## src/rtl/time_set_ctrl.sv

```systemverilog
// Front-panel edit controller: debounced mode/inc/set buttons drive a BCD HH:MM
// edit register and hold LD_time / LD_alarm long enough for a 1 Hz consumer.
module time_set_ctrl #(
   parameter int DEBOUNCE_CYC = 1_000_000,
   parameter int REPEAT_CYC   = 12_500_000,
   parameter int LD_HOLD_CYC  = 55_000_000
) (
   input  logic       clk,
   input  logic       reset_n,
   input  logic       btn_mode,
   input  logic       btn_inc,
   input  logic       btn_set,
   output logic [1:0] H_in1,
   output logic [3:0] H_in0,
   output logic [3:0] M_in1,
   output logic [3:0] M_in0,
   output logic       LD_time,
   output logic       LD_alarm,
   output logic [2:0] state,
   output logic       busy
);

   localparam int DB_W = $clog2(DEBOUNCE_CYC + 1);
   localparam int RP_W = $clog2(REPEAT_CYC + 1);
   localparam int LD_W = $clog2(LD_HOLD_CYC + 1);

   typedef enum logic [2:0] {
      IDLE   = 3'd0,
      T_HR   = 3'd1,
      T_MIN  = 3'd2,
      A_HR   = 3'd3,
      A_MIN  = 3'd4,
      LOAD_T = 3'd5,
      LOAD_A = 3'd6
   } state_t;

   state_t            state_q, state_d;
   logic [2:0]        sync_p0, sync_p1, deb, deb_q, press;
   logic [DB_W-1:0]   db_cnt [3];
   logic [RP_W-1:0]   rp_cnt;
   logic [LD_W-1:0]   ld_cnt;
   logic              rep_ev, ev_mode, ev_inc, ev_set, inc_ok, ld_done, in_load;

   function automatic logic [5:0] bcd_hr_inc(input logic [1:0] t, input logic [3:0] u);
      if (t == 2'd2 && u == 4'd3) return 6'd0;
      else if (u == 4'd9)         return {t + 2'd1, 4'd0};
      else                        return {t, u + 4'd1};
   endfunction

   function automatic logic [7:0] bcd_min_inc(input logic [3:0] t, input logic [3:0] u);
      if (u != 4'd9)        return {t, u + 4'd1};
      else if (t == 4'd5)   return 8'd0;
      else                  return {t + 4'd1, 4'd0};
   endfunction

   // Stage p0/p1: two-flop synchronizer; then per-button debounce
   always_ff @(posedge clk or negedge reset_n) begin
      if (!reset_n) begin
         sync_p0 <= '0;
         sync_p1 <= '0;
         deb     <= '0;
         deb_q   <= '0;
         for (int i = 0; i < 3; i++) db_cnt[i] <= '0;
      end else begin
         sync_p0 <= {btn_set, btn_inc, btn_mode};
         sync_p1 <= sync_p0;
         deb_q   <= deb;
         for (int i = 0; i < 3; i++) begin
            if (sync_p1[i] != deb[i]) begin
               if (db_cnt[i] == DB_W'(DEBOUNCE_CYC - 1)) begin
                  deb[i]    <= sync_p1[i];
                  db_cnt[i] <= '0;
               end else begin
                  db_cnt[i] <= db_cnt[i] + 1'b1;
               end
            end else begin
               db_cnt[i] <= '0;
            end
         end
      end
   end

   assign press = deb & ~deb_q;

   // Repeat counter sits at 0 on the press cycle and fires each time it hits REPEAT_CYC
   always_ff @(posedge clk or negedge reset_n) begin
      if (!reset_n)                         rp_cnt <= '0;
      else if (!deb[1])                     rp_cnt <= '0;
      else if (rp_cnt == RP_W'(REPEAT_CYC)) rp_cnt <= RP_W'(1);
      else                                  rp_cnt <= rp_cnt + 1'b1;
   end

   assign rep_ev  = deb[1] && (rp_cnt == RP_W'(REPEAT_CYC));
   assign ev_mode = press[0];
   assign ev_inc  = press[1] | rep_ev;
   assign ev_set  = press[2];
   assign inc_ok  = ev_inc & ~ev_mode & ~ev_set;
   assign in_load = (state_q == LOAD_T) || (state_q == LOAD_A);
   assign ld_done = (ld_cnt == LD_W'(LD_HOLD_CYC));

   always_ff @(posedge clk or negedge reset_n) begin
      if (!reset_n) state_q <= IDLE;
      else          state_q <= state_d;
   end

   always_comb begin
      state_d = state_q;
      case (state_q)
         IDLE:           if (ev_mode) state_d = T_HR;
         T_HR:           if (ev_set) state_d = LOAD_T; else if (ev_mode) state_d = T_MIN;
         T_MIN:          if (ev_set) state_d = LOAD_T; else if (ev_mode) state_d = A_HR;
         A_HR:           if (ev_set) state_d = LOAD_A; else if (ev_mode) state_d = A_MIN;
         A_MIN:          if (ev_set) state_d = LOAD_A; else if (ev_mode) state_d = IDLE;
         LOAD_T, LOAD_A: if (ld_done) state_d = IDLE;
         default:        state_d = IDLE;
      endcase
   end

   always_ff @(posedge clk or negedge reset_n) begin
      if (!reset_n)     ld_cnt <= '0;
      else if (!in_load || ld_done) ld_cnt <= '0;
      else              ld_cnt <= ld_cnt + 1'b1;
   end

   // Shared edit register: only reset clears it, loads and mode changes keep it
   always_ff @(posedge clk or negedge reset_n) begin
      if (!reset_n) begin
         {H_in1, H_in0} <= '0;
         {M_in1, M_in0} <= '0;
      end else if (inc_ok && (state_q == T_HR || state_q == A_HR)) begin
         {H_in1, H_in0} <= bcd_hr_inc(H_in1, H_in0);
      end else if (inc_ok && (state_q == T_MIN || state_q == A_MIN)) begin
         {M_in1, M_in0} <= bcd_min_inc(M_in1, M_in0);
      end
   end

   always_comb begin
      state    = state_q;
      busy     = 1'b0;
      LD_time  = 1'b0;
      LD_alarm = 1'b0;
      case (state_q)
         LOAD_T: begin busy = 1'b1; LD_time  = (ld_cnt != '0); end
         LOAD_A: begin busy = 1'b1; LD_alarm = (ld_cnt != '0); end
         default: ;
      endcase
   end

endmodule
```

## config.mk

```make
export PLATFORM = sky130hd
export DESIGN_NAME = time_set_ctrl
export DESIGN_NICKNAME = d
export VERILOG_FILES = /design/src/rtl/time_set_ctrl.sv
export SDC_FILE = /design/constraint.sdc
export NUM_CORES = 1
export LEC_CHECK = 0
export CAP_MARGIN = 20
export CELL_PAD_IN_SITES_DETAIL_PLACEMENT = 0
export CELL_PAD_IN_SITES_GLOBAL_PLACEMENT = 1
export CORE_MARGIN = 2
export CORE_UTILIZATION = 48
export DETAILED_ROUTE_END_ITERATION = 10
export GPL_TIMING_DRIVEN = 0
export PLACE_DENSITY = 0.84
export SLEW_MARGIN = 20
export SYNTH_ARGS = -nofsm -noshare
export SYNTH_HDL_FRONTEND = slang
export SYNTH_SLANG_ARGS = --single-unit
```

## constraint.sdc

```tcl
create_clock -name clk -period 2.6 [get_ports clk]
set_input_delay 0.52 -clock clk [delete_from_list [all_inputs] [get_ports clk]]
set_output_delay 0.52 -clock clk [all_outputs]
set_load 0.02 [all_outputs]
```

After elaboration in Yosys (flattened, before gate mapping)
Cells that the tools add are included.

word-level totals
  input port bits = 5
  register bits = 139
  output and inout port bits = 20
  word-level logic and storage cells = 106

cells by class
  $add $sub $neg = 9
  multiplexer cells = 27
  bitwise operators = 9
  reductions and logical operators = 20
  eq/ne operators = 25

operator list
  cell                                                              count
  20-bit two-way mux                                                6
  20-bit by 1-bit adder with 20-bit output (second input constant)  3
  20-bit == test (second input constant)                            3
  24-bit two-way mux                                                2
  3-bit two-way mux                                                 10
  26-bit by 1-bit adder with 26-bit output (second input constant)  1
  26-bit == test (second input constant)                            1
  26-bit two-way mux                                                1
  26-bit nonzero test                                               1
  24-bit by 1-bit adder with 24-bit output (second input constant)  1
  24-bit == test (second input constant)                            1
  3-bit one-hot mux with 6 select lines                             1
  4-bit by 1-bit adder with 4-bit output (second input constant)    3
  6-bit two-way mux                                                 2
  3-bit inequality test (second input constant)                     4
  2-bit AND reduction                                               5
  3-bit == test (second input constant)                             3
  8-bit two-way mux                                                 1
  3-bit by 2-bit == test with 1-bit output (second input constant)  2
  6-bit AND reduction                                               1
  4-bit by 2-bit == test with 1-bit output (second input constant)  1
  4-bit by 3-bit == test with 1-bit output (second input constant)  1
  4-bit == test (second input constant)                             1
  1-bit logical AND                                                 4
  other kinds (20)                                                  31

Depth between registers and ports, before layout
  depth in word-level cells = 8
  gate-level depth with buffers = 8

Worst setup path before layout
No wires, ideal clock.

  kind = reg2reg
  start point = register rp_cnt[9]
  end point = register M_in1[3]
  data arrival time = 2.023 ns
  clock period less this slack = 2.153 ns
  cell stages (with the launch flop) = 6
  setup slack = 0.447 ns
  setup time = 0.130 ns
  buffers on the path = 0
  path through = dfrtp_1 -> or4b_1 -> or3_4 -> o21a_4 -> or3_4 -> xnor2_2

on the way
  cells in the longest elaborated chain, start to end = 8

ends and longest elaborated chain
  what                                      RTL line  RTL
  start: declaration                        40        logic [RP_W-1:0] rp_cnt;
  start signal: assignment                  90        else rp_cnt <= rp_cnt + 1'b1;
  24-bit == test (*)                        93        assign rep_ev = deb[1] && (rp_cnt == RP_W'(REPEAT_CYC));
  1-bit logical AND (*)                     93
  1-bit bitwise OR (*)                      95        assign ev_inc = press[1] | rep_ev;
  1-bit bitwise AND (*) (2 in a row)        97        assign inc_ok = ev_inc & ~ev_mode & ~ev_set;
  1-bit logical AND                         130       end else if (inc_ok && (state_q == T_HR || state_q == A_HR)) begin
  1-bit inverter (no source line)           -
  3-bit AND reduction (no source line) (*)  -
  end signal: assignment                    133       {M_in1, M_in0} <= bcd_min_inc(M_in1, M_in0);
  end: declaration                          15        output logic [3:0] M_in1,

Every way passes the cells marked *; elsewhere a longest branch is shown, timed or not.
A chain may end at the register's enable or synchronous reset.

Worst setup path after layout
  start point = register ld_cnt[0]
  end point = output port LD_alarm

on the way
  cells in the longest elaborated chain, start to end = 2

ends and longest elaborated chain
  what                      RTL line  RTL
  start: declaration        41        logic [LD_W-1:0] ld_cnt;
  start signal: assignment  122       else ld_cnt <= ld_cnt + 1'b1;
  26-bit nonzero test       144       LOAD_A: begin busy = 1'b1; LD_alarm = (ld_cnt != '0); end
  1-bit two-way mux         142       case (state_q)
  end: declaration          18        output logic LD_alarm,

No other way between the ends.

==> flow_summary.yaml <==
logic_synthesis:
  syn_area_per_cell_um2: 9.96
  synthTopCellsByArea: "dfrtp_1 52%, xor2_1 8.7%, nor2_1 7.3%"
  syn-num-nets: 691
  synth_top_cell_by_area: "dfrtp_1"
  netlist_area_um2: 6750
  ys.warnings.count: 0
  postSynth.asyncResetShare: 1.00
  ys_seq_area_frac: 0.515
  synth_top_area_frac: 0.515
  synth-seq-cells: 139
  yosys.cell_types.count: 52
  synth_edf_count: 0
  synth_cells: 678
  ys.flop_type: "dfrtp_1"
sta:
  worstMarginPinSlew_ns: 0.837
  period_share: 0.946
  fin_skew_ns: 0.00769
  timing.fmax_mhz: 407
  rsz0062_at_grt: "no"
  drv_slew: 0
  final.min_clock_period_ns: 2.46
  finalSetupTns_ns: 0
  max_slew_margin: 0.437
  hold_viol_final: 0
  setup_viol: 0
clock_network:
  clk_latency_ns: 0.42
  cts_max_level: 4
  path_clk_slew_ns: 0.06
  clockBufferDepth: 2
  cts_sinks: 139
  tritoncts: "done"
  post-cts-setup-buffer-count: 0
  cts_buffers: 17
  cts_root_buf: "clkbuf_16"
finish:
  area_growth_pct: 15.7
  drive_gt1_frac: 0.0792
  num_antenna_cells: 0
  fin_nets: 733
detailed_routing:
  drc: 0
  drt_wl_total_um: 12900
  drtIter0Drc: 380
  drt_first_pass_iters: 4
  ant_nets: 0
  viasPerCell: 5.30
  vias: 4836
  wl_per_cell_um: 14.1
die:
  fp-row-count: 43
  boundaryPins: 25
  die_y_um: 123
  die_w_um: 123
  core_area_um2: 13800
  dieArea_um2: 15000
  start_util: 0.488
power:
  ir_worst_vdd_mv: 0.507
  p_int_mw: 3.53
  totalPowerFinal_mw: 4.51
  power.share.clock: 0.493
  switchingPower_mw: 0.980
  power_density_nw_per_um2: 577
  sw_frac_of_total: 0.217
  power_frac_seq: 0.486
  power_frac_comb: 0.021
  cellLeakagePower_nw: 3.20
placed_design:
  numPortBuffers: 24
  gp_congestion: 0.789
  hpwl_um: 8890
critical_path:
  cp.depth: 7
  crit_chain: "inv_1 -> ha_1 -> nor4b_2 -> nand3_1 -> o21ai_2 -> nor2_1 -> dlygate4sd2_1"
  slowest_stage: "dfrtp_1"
  r2r_cells: 7
  crit_fanout: 5
  worst_ep_arrival_time_ns: 1.94
  path_buf_inv: 2
  critPathKind: "reg -> out"
  crit_family: "flip-flops"
  crit_required_ns: 2.08
  end_kind: "output pin"
  worstSetupStartpointType: "flop"
  max_stage_delay_ns: 0.42
grt:
  grt_start_max_net_pins: 79
  grt_pass1_wl_um: 22700
  top_usage_layer: "met2"
  antenna_found_initial: 0
  grt_use_met1: 0.245
  overflow: 0
  grtUsageMet2: 0.312
  met3_usage: 0.0460
  first_global_vias: 4929
  track_usage: 0.192
job:
  drv_cap: 0
min_path:
  hp-class: "in -> async"
status:
  status: "complete, no violations"
==> final timing paths <==
| kind | start | to | slack (ns) |
|---|---|---|---|
| min in group clk | sync_p0[2]$_DFF_PN0_ | sync_p1[2]$_DFF_PN0_ | 0.35 |
| worst min-delay path | reset_n | rp_cnt[10]$_DFF_PN0_ | 0.08 |
| worst max-delay path | ld_cnt[0]$_DFF_PN0_ | LD_alarm | 0.14 |
| worst min register to register | sync_p0[2]$_DFF_PN0_ | sync_p1[2]$_DFF_PN0_ | 0.35 |
| max in group asynchronous | reset_n | db_cnt[44]$_DFF_PN0_ | 1.81 |
| worst max register to register | db_cnt[20]$_DFF_PN0_ | db_cnt[33]$_DFF_PN0_ | 0.30 |
==> cells in the final DEF (no fill, tap or decap), types with 12 or more instances in the layout <==
cell             count
nor2_1             132
nor3_1              12
xnor2_1             42
inv_1               15
nand4_1             31
clkdlybuf4s50_1     20
clkbuf_16           17
dfrtp_1            139
nand3_1             51
and3_1              14
xor2_1              67
nand2_1             43
==> state kept, by name, indices dropped and copies added (netlist names) <==
signal,cells
deb_q,3
sync_p1,3
H_in1,2
M_in1,4
sync_p0,3
ld_cnt,26
rp_cnt,24
M_in0,4
deb,3
db_cnt,60
H_in0,4
state,3
==> metal layers <==
| metal | vias up | wire, um |
|---|---|---|
| li1 | 2402 | - |
| met1 | 2368 | 6010 |
| met2 | 44 | 6190 |
| met3 | 22 | 398 |
| met4 | 0 | 269 |
| met5 | - | 0 |
==> cell usage after synthesis, types with 8 or more instances <==
library cell / instances
nand3_1: 51
xnor2_1: 42
xor2_1: 67
nand4_1: 31
inv_1: 15
ha_1: 8
nor4_1: 13
and3_1: 14
nand2b_1: 9
nor2b_1: 8
nor2_1: 132
dfrtp_1: 139
and4_1: 8
clkbuf_1: 11
nand2_1: 43
nor3_1: 12
==> power groups by stage <==
stage | clock network (mW) | logic, mW | registers, mW
after floorplan | 0 | 0.0345 | 2.23
after global placement | 0 | 0.0901 | 2.23
after detailed placement | 0 | 0.0977 | 2.23
after CTS | 2.26 | 0.0983 | 2.19
after global routing | 2.37 | 0.112 | 2.20
final | 2.22 | 0.0927 | 2.19
==> area by class of cell <==
type                       count  area [um2]
buffer                        16        75.1
inverter                      16        60.1
timing repair buffer          25         269
multi-input combinational    505        3160
sequential                   139        3480
clock buffer                  19         443
fill                        1179        6010
clock inverter                12         101
tap                          180         225
==> through the flow <==
stage	utilization	hold WS (ns)	instances	worst slack [ns]	area (um2)
detailed placement	0.524	0.337	883	0.142	7250
floorplan	-	0.224	678	0.447	6750
finish	0.565	0.0793	912	0.141	7810
global route	0.565	0.132	912	0.0201	7810
CTS	0.563	0.0979	913	0.0429	7790
global placement	0.522	0.337	882	-4.36	7220
==> cells by family (layout without fill, tap and decap cells) <==
logic type / after synthesis / in the layout / share of synthesized area
xor+xnor: 110 / 110 / 0.144
compound gates: 29 / 29 / 0.0328
buf+inv: 34 / 88 / 0.0211
flops: 139 / 139 / 0.515
simple gates: 352 / 352 / 0.263
fa+ha+maj: 8 / 8 / 0.0148
mux: 6 / 6 / 0.00982
==> repair_timing <==
item,in CTS,in global routing
hold buffers,0,0
gates resized for setup,4,5
gates cloned,0,0
pin swaps,0,1
endpoints found under the setup margin,3,13
Note: power is estimated with default switching activity, not from simulation.
